### src/rtl/pc_gen.sv
// Program-counter generator: architectural PC register with trap/redirect/return/stall
// arbitration and a small circular return-address stack for call/return prediction.
module pc_gen #(
  parameter int unsigned XLEN         = 32,
  parameter logic [31:0] RESET_VECTOR = 32'h0000_1000,
  parameter logic [31:0] TRAP_VECTOR  = 32'h0000_2000,
  parameter int unsigned INSTR_BYTES  = 4,
  parameter int unsigned RAS_DEPTH    = 4
) (
  input  logic            i_clk,
  input  logic            i_srst,
  input  logic            i_stall,
  input  logic            i_trap,
  input  logic            i_redirect,
  input  logic [XLEN-1:0] i_redirectPc,
  input  logic            i_push,
  input  logic [XLEN-1:0] i_pushAddr,
  input  logic            i_ret,
  output logic [XLEN-1:0] o_pc,
  output logic [XLEN-1:0] o_pcPlus,
  output logic            o_valid,
  output logic            o_misaligned,
  output logic            o_rasEmpty,
  output logic            o_rasFull,
  output logic            o_rasUnderflow
);

  localparam int unsigned PTR_W   = (RAS_DEPTH > 1) ? $clog2(RAS_DEPTH) : 1;
  localparam int unsigned CNT_W   = $clog2(RAS_DEPTH + 1);
  localparam int unsigned ALIGN_W = (INSTR_BYTES > 1) ? $clog2(INSTR_BYTES) : 1;

  localparam logic [XLEN-1:0]  RESET_PC = XLEN'(RESET_VECTOR);
  localparam logic [XLEN-1:0]  TRAP_PC  = XLEN'(TRAP_VECTOR);
  localparam logic [XLEN-1:0]  PC_STEP  = XLEN'(INSTR_BYTES);
  localparam logic [CNT_W-1:0] CNT_MAX  = CNT_W'(RAS_DEPTH);
  localparam logic [CNT_W-1:0] CNT_ONE  = CNT_W'(1);
  localparam logic [PTR_W-1:0] PTR_ONE  = PTR_W'(1);

  logic [XLEN-1:0]  pc_r;
  logic             valid_r;
  logic             underflow_r;
  logic [XLEN-1:0]  ras_mem_r [RAS_DEPTH];
  logic [PTR_W-1:0] ras_ptr_r;
  logic [CNT_W-1:0] ras_cnt_r;

  logic [XLEN-1:0]  pc_plus_s;
  logic [XLEN-1:0]  pc_next_s;
  logic [XLEN-1:0]  ras_top_s;
  logic [PTR_W-1:0] ras_ptr_inc_s;
  logic             ras_empty_s;
  logic             ras_full_s;
  logic             ret_req_s;
  logic             pop_s;
  logic             push_s;
  logic             flush_s;
  logic             underflow_s;

  assign pc_plus_s     = pc_r + PC_STEP;
  assign ras_top_s     = ras_mem_r[ras_ptr_r];
  assign ras_ptr_inc_s = ras_ptr_r + PTR_ONE;
  assign ras_empty_s   = (ras_cnt_r == {CNT_W{1'b0}});
  assign ras_full_s    = (ras_cnt_r == CNT_MAX);

  // Trap and redirect mask a return; nothing is accepted during warm-up.
  assign ret_req_s   = valid_r & i_ret & ~i_trap & ~i_redirect;
  assign pop_s       = ret_req_s & ~ras_empty_s;
  assign underflow_s = ret_req_s & ras_empty_s;
  assign flush_s     = valid_r & i_trap;
  // A call is redirect + push, so redirect lets a push through a stall.
  assign push_s      = valid_r & i_push & ~i_trap & (~i_stall | i_redirect);

  // Next-PC priority mux: trap, redirect, return, stall, sequential.
  always_comb begin
    pc_next_s = pc_plus_s;
    if (!valid_r) begin
      pc_next_s = pc_r;
    end else if (i_trap) begin
      pc_next_s = TRAP_PC;
    end else if (i_redirect) begin
      pc_next_s = i_redirectPc;
    end else if (pop_s) begin
      pc_next_s = ras_top_s;
    end else if (i_stall) begin
      pc_next_s = pc_r;
    end else begin
      pc_next_s = pc_plus_s;
    end
  end

  // PC, warm-up valid flag and underflow pulse registers.
  always_ff @(posedge i_clk) begin
    if (i_srst) begin
      pc_r        <= RESET_PC;
      valid_r     <= 1'b0;
      underflow_r <= 1'b0;
    end else begin
      pc_r        <= pc_next_s;
      valid_r     <= 1'b1;
      underflow_r <= underflow_s;
    end
  end

  // Return-address stack: ras_ptr_r addresses the current top entry.
  always_ff @(posedge i_clk) begin
    if (i_srst) begin
      ras_ptr_r <= {PTR_W{1'b0}};
      ras_cnt_r <= {CNT_W{1'b0}};
      for (int i = 0; i < int'(RAS_DEPTH); i++) begin
        ras_mem_r[i] <= {XLEN{1'b0}};
      end
    end else if (flush_s) begin
      ras_cnt_r <= {CNT_W{1'b0}};
    end else if (push_s && pop_s) begin
      // Top has just been consumed by the PC; the new return address reuses its slot.
      ras_mem_r[ras_ptr_r] <= i_pushAddr;
    end else if (push_s) begin
      ras_ptr_r                <= ras_ptr_inc_s;
      ras_mem_r[ras_ptr_inc_s] <= i_pushAddr;
      if (!ras_full_s) begin
        ras_cnt_r <= ras_cnt_r + CNT_ONE;
      end
    end else if (pop_s) begin
      ras_ptr_r <= ras_ptr_r - PTR_ONE;
      ras_cnt_r <= ras_cnt_r - CNT_ONE;
    end
  end

  assign o_pc           = pc_r;
  assign o_pcPlus       = pc_plus_s;
  assign o_valid        = valid_r;
  assign o_misaligned   = (pc_r[ALIGN_W-1:0] != {ALIGN_W{1'b0}});
  assign o_rasEmpty     = ras_empty_s;
  assign o_rasFull      = ras_full_s;
  assign o_rasUnderflow = underflow_r;

endmodule

### config.mk
export PLATFORM = sky130hd
export DESIGN_NAME = pc_gen
export DESIGN_NICKNAME = d
export VERILOG_FILES = /design/src/rtl/pc_gen.sv
export SDC_FILE = /design/constraint.sdc
export NUM_CORES = 1
export LEC_CHECK = 0
export BUFFER_PORTS_ARGS = -buffer_cell sky130_fd_sc_hd__buf_4
export CAP_MARGIN = 20
export CORE_ASPECT_RATIO = 1.2
export CORE_UTILIZATION = 45
export CTS_BUF_LIST = sky130_fd_sc_hd__clkbuf_4 sky130_fd_sc_hd__clkbuf_8
export CTS_CLUSTER_DIAMETER = 200
export DETAILED_ROUTE_END_ITERATION = 7
export PLACE_DENSITY = 0.68
export SLEW_MARGIN = 20
export SYNTH_ARGS = -nofsm -noshare
export SYNTH_HDL_FRONTEND = slang
export SYNTH_SLANG_ARGS = --single-unit
### constraint.sdc
create_clock -name i_clk -period 4.95 [get_ports i_clk]
set_clock_uncertainty 0.2 [all_clocks]
set_input_delay 0.99 -clock i_clk [delete_from_list [all_inputs] [get_ports i_clk]]
set_output_delay 0.99 -clock i_clk [all_outputs]
set_load 0.05 [all_outputs]
==> impl_metrics.toml, run 1 <==
[status]
status = "completed"

[synthesis]
synth.yosys.seq_area_share = 0.540
yosys.area.top_type = "edfxtp_1"
avgSynthCellArea_um2 = 12.0
syn-cell-area_um2 = 8650
synth-main-ff-cell = "edfxtp_1"
synth_top_area_frac = 0.445
synth-edff-count = 128
synth-async-reset-ratio = 0
synthDistinctLibCells = 72
synth_seq_cells = 169
synthCells = 722
yosysMostFrequentCell = "and2_1"
syn_nets = 795
synth.area.top_cells = "edfxtp_1 44%, dfxtp_1 9.5%, and2_1 9.3%"
synth_warnings = 0
synth_common_cells = "129 x and2_1, 128 x edfxtp_1, 50 x nand2_1"

[sta]
finalSetupViolations = 0
clock.fmax_mhz = 261
timing.final.crit_share = 0.774
tightest_slew_ns = 0.972
setup-tns-final_ns = 0
maxSlewHeadroom = 0.351
slew_viol_final = 0
rsz0062_at_grt = "no"
layout_min_cycle_time_ns = 3.83
hold_ws_ns = 0.348
hold_viol_final = 0

[layout]
final-seq-area_um2 = 4670
layout.nets = 919
area_growth_pct = 19.2
fill_cells = 1669
multi_input_area_um2 = 3690
drive_gt1_frac = 0.281
num_antenna_cells = 0

[critical_path]
crit_chain = "nand4_1 -> nor4_4 -> a21boi_0 -> or2_2 -> buf_4"
start_kind = "flop"
cp_num_cells = 5
crit_path_end_kind = "output pin"
crit_family = "simple AND/OR/NAND/NOR gates"
arrival_ns = 2.64
ff2ff_path_depth = 5
crit_buf_inv = 1
cp.required_ns = 3.76
critPathKind = "flop to output pin"
cp_max_fo = 9
slowest_delay_ns = 0.57
slowest_stage = "nor4_4"

[cts]
clkSlewWorstSetupHoldPaths_ns = 0.09
cts_setup_buffers = 0
cts_buffer_depth = 2
cts_hold_buf = 0
clk_latency_ns = 0.47
clock_sinks = 169
cts_resized = 0
cts_tree = "done"
clockRootBuffer = "clkbuf_8"
h-tree-depth = 4
cts_inserted_buffers = 17

[die]
io_pins = 140
rows = 55
fp.dieW_um = 129
die_h_um = 154
die-area_um2 = 19800
coreArea_um2 = 18900
start_util = 0.459

[drt]
post-route-drc-count = 0
drt_iter0_markers = 592
wl_mm = 22.0
vias_per_cell = 5.57
dr.pass1.iters = 5
detail_route.wl_per_cell_um = 19.7
num_vias = 6207
ant_nets = 0

[power_and_ir_drop]
power_density_nw_per_um2 = 303
peakVddDrop_v = 0.000182
leakagePower_nw = 3.99

[grt]
grt_pass1_vias = 5995
grt_start_max_net_pins = 33
antenna_found_initial = 0
grt_usage = 0.230
overflow = 0
grt_pass1_wl_mm = 33.7

[place]
finalWeightedCongestion = 0.943
io_buffers = 139
hpwlAfterDp_mm = 15.5

[run]
cap_violations = 0

[min_path]
min_delay_path_depth = 2
hp-class = "flop to flop"
area by class of cell:
cell class,count,share of cell area
inverters,11,0.00401
clock buffers,19,0.0242
multi-input cells,497,0.358
well taps,256,0.0311
repair buffers,150,0.109
clock inverters,13,0.0206
flip-flops and latches,169,0.453
path summary, 6_finish.rpt:
kind         startpoint          endpoint  slack, ns
max            o_pc[10]      o_pcPlus[27]       1.12
min             o_pc[3]           o_pc[3]       0.35
max reg2reg     o_valid  ras_mem_r[3][21]       1.96
min reg2reg     o_pc[3]           o_pc[3]       0.35
metal layers:
layer  GRT usage  part of all wire
met1       0.288              0.41
met4       0.105             0.029
met5           0                 0
met2       0.388              0.50
met3      0.0404             0.057
per-stage QoR:
stage	area (um2)	power [mW]	utilization	cells	setup WS [ns]
after global routing	10300	3.22	0.547	1115	1.03
after CTS	10300	3.13	0.547	1115	1.17
after global placement	9840	2.00	0.522	1083	1.43
after floorplan	8650	1.87	-	722	0.0625
final	10300	3.12	0.547	1115	1.12
after detailed placement	9840	2.01	0.522	1083	1.37
registers in the layout, indices dropped and copies added, names as in the netlist, named ones only:
signal          flops
ras_mem_r         128
o_pc               32
ras_cnt_r           3
o_valid             1
o_rasUnderflow      1
ras_ptr_r           2
layout by cell type, fill, tap and decap left out, drive strengths merged, types with 6 or more instances in the layout:
master  count
mux4       32
a221oi      7
a21oi      22
xnor2      14
edfxtp    128
nor3       20
inv        16
nand2      50
o221ai      6
clkbuf     19
buf       150
and3        6
o21ai      40
nand4      11
dfxtp      41
or2         7
a211oi      6
nor3b       6
a21o       10
and2      130
nand3      16
a22o        6
or3         6
nor2       31
cells by family after synthesis:
kind of cell | after synthesis | synth area share
and+or+nand+nor | 299 | 0.200
DFF | 169 | 0.540
AOI/OAI and AO/OA | 141 | 0.114
buffers and inverters | 56 | 0.0355
muxes | 36 | 0.0880
xor gates and xnor gates | 19 | 0.0192
adders and majority gates | 2 | 0.00376
where the power goes:
group / internal (mW) / leakage (nW) / switching (mW) / total, mW
clock: 0.619 / 0.232 / 0.523 / 1.14
sequential: 1.58 / 1.66 / 0.0410 / 1.62
combinational: 0.136 / 2.09 / 0.223 / 0.359
total: 2.33 / 3.99 / 0.787 / 3.12
worst reg2reg max path: stages (launching register included):
cell,delay [ns]
dfxtp_1,0.60
and2b_1,0.42
nand3_2,0.33
or3_4,0.52
o21ai_2,0.12
buf_4,0.43
(Power assumes the default switching activity.)
==> inputs of run 2 (changes only) <==
==> constraint.sdc (replaced) <==
create_clock -name i_clk -period 3.5 [get_ports i_clk]
set_clock_uncertainty 0.2 [all_clocks]
set_input_delay 0.7 -clock i_clk [delete_from_list [all_inputs] [get_ports i_clk]]
set_output_delay 0.7 -clock i_clk [all_outputs]
set_load 0.05 [all_outputs]
==> run 2 against run 1 <==
Against the previous run: setup slack got worse by 1.0 ns; flip-flop and latch count stayed put; global-route usage fell by 0.68 points; register-to-register slack worse by 0.98 ns.
==> impl_metrics.toml, run 2 (synthesis results as in run 1) <==
[place]
finalWeightedCongestion = 0.920
hpwlAfterDp_mm = 15.5
io_buffers = 139

[grt]
grt_pass1_vias = 5953
grt_start_max_net_pins = 33
antenna_found_initial = 0
grt_pass1_wl_mm = 32.8
overflow = 0
grt_usage = 0.224

[layout]
final_cell_mix = "161 x buf_4, 129 x and2_1, 128 x edfxtp_1"
layout.nets = 934
area_growth_pct = 20.0
mostFrequentLayoutCell = "buf_4"
num_antenna_cells = 0
drive_gt1_frac = 0.299
largest_register_ffs = 128
top_register = "ras_mem_r"

[critical_path]
arrival_ns = 2.50
slowest_delay_ns = 0.49
start_kind = "flop"
cp_max_fo = 6
crit_chain = "ha_1 -> nand3_1 -> nor3_1 -> nand3_1 -> xnor2_1 -> buf_4"
critPathKind = "flop to output pin"
cp.required_ns = 2.60
slowest_stage = "nor3_1"
crit_family = "simple AND/OR/NAND/NOR gates"
crit_path_frequent_cell = "nand3_1"
crit_path_end_kind = "output pin"
crit_buf_inv = 1

[die]
die_h_um = 154
io_pins = 140
fp.dieW_um = 129
coreArea_um2 = 18900
rows = 55
start_util = 0.459
die-area_um2 = 19800

[cts]
clkSlewWorstSetupHoldPaths_ns = 0.10
clockRootBuffer = "clkbuf_8"
h-tree-depth = 4
cts_inserted_buffers = 17
clk_latency_ns = 0.46
cts_tree = "done"
clock_sinks = 169
cts_buffer_depth = 2

[drt]
vias_per_cell = 5.57
ant_nets = 0
post-route-drc-count = 0
wl_mm = 21.8
dr.pass1.iters = 5
num_vias = 6289
drt_iter0_markers = 513
detail_route.wl_per_cell_um = 19.3

[status]
status = "completed"

[sta]
layout_min_cycle_time_ns = 3.40
hold_ws_ns = 0.338
tightest_slew_ns = 0.971
maxSlewHeadroom = 0.349
slew_viol_final = 0
finalSetupViolations = 0
clock.fmax_mhz = 294
hold_viol_final = 0
timing.final.crit_share = 0.972

[min_path]
hp-class = "input port to flop"

[power_and_ir_drop]
leakagePower_nw = 4.03
power_density_nw_per_um2 = 393
peakVddDrop_v = 0.000228
total_power_mw = 4.08

[run]
cap_violations = 0
==> run 2: final timing paths <==
kind	from	end	slack, ns	cells after the start
max	o_pc[3]	o_pcPlus[20]	0.1	6
min	i_redirectPc[10]	o_pc[10]	0.34	3
max reg2reg	o_valid	ras_mem_r[0][7]	0.98	6
min reg2reg	o_pc[3]	o_pc[3]	0.36	2
==> run 2: per-layer routing <==
layer / vias up / share of wire / global-route usage
li1: 2981 / - / -
met1: 3023 / 0.41 / 0.278
met2: 247 / 0.51 / 0.385
met3: 38 / 0.062 / 0.0411
met4: 0 / 0.022 / 0.0829
met5: - / 0 / 0
==> run 2: power breakdown <==
| part | switching (mW) | total, mW | internal [mW] |
|---|---|---|---|
| registers | 0.0521 | 2.28 | 2.23 |
| clock network | 0.752 | 1.27 | 0.513 |
| logic | 0.322 | 0.530 | 0.208 |
| total | 1.13 | 4.08 | 2.95 |
==> run 2: per-stage QoR <==
stage	std cells	util	worst slack, ns	instance area, um2	setup TNS [ns]
2_1_floorplan	722	-	-0.257	8660	-16.45
3_3_place_gp	1096	0.530	0.484	10000	0
3_5_place_dp	1096	0.530	0.422	10000	0
4_1_cts	1128	0.549	0.0220	10400	0
5_1_grt	1130	0.550	-0.0713	10400	-0.0713
6_report	1130	0.550	0.0963	10400	0
==> run 2: repair_timing <==
action	4_1_cts	5_1_grt
setup buffers	0	2
endpoints found under the hold margin	0	0
endpoints found under the setup margin	0	6
gates resized for setup	0	4
hold buffers	0	0
==> run 2: worst register-to-register path, cell delays in order (launching register included) <==
cell and delay [ns]:
dfxtp_1 0.39, buf_4 0.19, or3b_4 0.43, nor3_4 0.20, mux2i_1 0.17, o21ai_2 0.37
buf_12 0.27
==> run 2: cell type report <==
type	instances	area (um2)
flip-flops and latches	169	4670
inverters	11	41.3
fillers	1649	8480
multi-input cells	497	3700
repair buffers	165	1290
well taps	256	320
clock buffers	18	241
clock inverters	14	115
==> inputs of run 3 (changes only) <==
--- a/config.mk
+++ b/config.mk
@@ -8,11 +8,10 @@
 export BUFFER_PORTS_ARGS = -buffer_cell sky130_fd_sc_hd__buf_4
 export CAP_MARGIN = 20
 export CORE_ASPECT_RATIO = 1.2
-export CORE_UTILIZATION = 45
+export CORE_UTILIZATION = 40
 export CTS_BUF_LIST = sky130_fd_sc_hd__clkbuf_4 sky130_fd_sc_hd__clkbuf_8
 export CTS_CLUSTER_DIAMETER = 200
 export DETAILED_ROUTE_END_ITERATION = 7
-export PLACE_DENSITY = 0.68
 export SLEW_MARGIN = 20
 export SYNTH_ARGS = -nofsm -noshare
 export SYNTH_HDL_FRONTEND = slang
==> run 3 against run 2 <==
Against the previous run: core utilization decreased by 5.6 points; sequential share of layout area decreased by 0.12 points; sequential power about the same; clock-buffer cell count decreased by 1; worst hold slack got worse by 0.028 ns; cell count increased by 1.2%; die area increased by 12%; wire length increased by 9.5%; first-iteration DRC count decreased by 24%; critical endpoint is now o_pcPlus[30]; largest power group unchanged; highest routed layer unchanged.
==> impl_metrics.toml, run 3 (synthesis results as in run 1) <==
[power_and_ir_drop]
peakVddDrop_v = 0.000224
swShare = 0.276
leakagePower_nw = 4.04
p_int_mw = 3.01
total_power_mw = 4.16
switching_power_mw = 1.15
power_density_nw_per_um2 = 400
p_comb_frac = 0.129
clkPwrFrac = 0.323
seqPwrFrac = 0.548

[layout]
layout.nets = 933
drive_gt1_frac = 0.302
largest_register_ffs = 128
final_cells = 1143
final_cell_mix = "160 x buf_4, 129 x and2_1, 128 x edfxtp_1"
area_growth_pct = 20.4
num_antenna_cells = 0
fill_cells = 1923
top_register = "ras_mem_r"
mostFrequentLayoutCell = "buf_4"

[cts]
cts_tree = "done"
clkSlewWorstSetupHoldPaths_ns = 0.09
cts_buffer_depth = 2
clock_sinks = 169
clk_latency_ns = 0.46
h-tree-depth = 4
cts_inserted_buffers = 17
clockRootBuffer = "clkbuf_8"

[sta]
layout_min_cycle_time_ns = 3.35
maxSlewHeadroom = 0.333
setup-tns-final_ns = 0
finalSetupViolations = 0
timing.final.crit_share = 0.958
clock.fmax_mhz = 298
slew_viol_final = 0
tightest_slew_ns = 0.994
hold_viol_final = 0
hold_ws_ns = 0.310
fin_ws_ns = 0.147
rsz0062_at_grt = "no"

[critical_path]
start_kind = "flop"
cp_max_fo = 7
crit_chain = "ha_1 -> nand3_1 -> nor2_1 -> nand4_1 -> xnor2_1 -> buf_4"
ff2ff_setup_slack_ns = 0.95
slowest_stage = "nor2_1"
arrival_ns = 2.45
r2r-end = "o_pc[19]"
ff2ff_path_depth = 6
cp.required_ns = 2.60
slowest_delay_ns = 0.42
critPathKind = "flop to output pin"
crit_path_end_kind = "output pin"

[place]
finalWeightedCongestion = 0.929
io_buffers = 139
dp_slack_ns = 0.389
dp.cells = 1109
hpwlAfterDp_mm = 17.1

[die]
die_h_um = 163
rows = 58
start_util = 0.411
fp.dieW_um = 136
die-area_um2 = 22200
io_pins = 140
coreArea_um2 = 21000

[min_path]
min_to = "o_pc[3]"
min-delay-start = "o_pc[3]"
min_delay_path_depth = 2
hp-class = "flop to flop"

[drt]
post-route-drc-count = 0
ant_nets = 0
drt_iter0_markers = 388
num_vias = 6395
dr.pass1.iters = 5
vias_per_cell = 5.59
detail_route.wl_per_cell_um = 20.8
wl_mm = 23.8

[grt]
grt_start_max_net_pins = 33
antenna_found_initial = 0
grt_pass1_wl_mm = 36.2
grt_pass1_vias = 6377
grt_usage = 0.223
overflow = 0

[run]
cap_violations = 0

[status]
status = "completed"
## run 3: cell count changes in the layout (fill, tap and decap cells not counted), sizes merged
| cell | previous run | this run |
|---|---|---|
| bufinv | 0 | 1 |
| clkinvlp | 5 | 2 |
| clkinv | 4 | 6 |
| inv | 16 | 17 |
| buf | 165 | 164 |
| clkbuf | 18 | 17 |
## run 3: through the flow
stage / cell area (um2) / util
6_report: 10400 / 0.495
5_1_grt: 10400 / 0.495
3_3_place_gp: 10000 / 0.476
4_1_cts: 10400 / 0.493
2_1_floorplan: 8660 / -
3_5_place_dp: 10000 / 0.476
## run 3: area by class of cell
cell class | instances | area [um2] | share of cell area
tap | 270 | 338 | 0.0324
sequential | 169 | 4670 | 0.449
clock inverter | 15 | 139 | 0.0133
timing repair buffer | 164 | 1280 | 0.123
multi-input combinational | 497 | 3710 | 0.356
inverter | 11 | 41.3 | 0.00396
clock buffer | 17 | 234 | 0.0225
## run 3: routing by layer
metal / track usage / wire length [um]
met4: 0.0854 / 563
met5: 0 / 0
met2: 0.390 / 12300
met3: 0.0369 / 1280
met1: 0.272 / 9710
## run 3: timing repair
| action | 4_1_cts | 5_1_grt |
|---|---|---|
| hold endpoints to repair | 0 | 0 |
| hold buffers | 0 | 0 |
| gates resized for setup | 0 | 8 |
| buffers inserted | 0 | 2 |
| endpoints found under the setup margin | 0 | 10 |
## run 3: power by group through the flow
stage	Sequential [mW]	Combinational, mW	Clock (mW)
2_1_floorplan	2.36	0.277	0
3_3_place_gp	2.33	0.532	0
3_5_place_dp	2.33	0.538	0
4_1_cts	2.28	0.539	1.37
5_1_grt	2.29	0.569	1.45
6_report	2.28	0.535	1.34
## run 3: critical path: cells and delay by family (launching register included)
family,cells,cell delay [ns]
fa+ha+maj,1,0.21
xor+xnor,1,0.24
buf+inv,1,0.23
flops,1,0.40
simple gates,3,0.91
## run 3: worst max-delay path by stage
stage                     slack [ns]  depth (start not counted)       start          endpoint
after floorplan                -0.26                          5     o_valid   ras_mem_r[3][0]
final                           0.15                          6     o_pc[2]      o_pcPlus[30]
after global placement          0.44                          7  i_redirect   ras_mem_r[1][7]
after CTS                       0.01                          7     o_pc[2]      o_pcPlus[24]
after detailed placement        0.39                          7  i_redirect  ras_mem_r[1][18]
after global routing            0.01                          5     o_pc[6]      o_pcPlus[27]
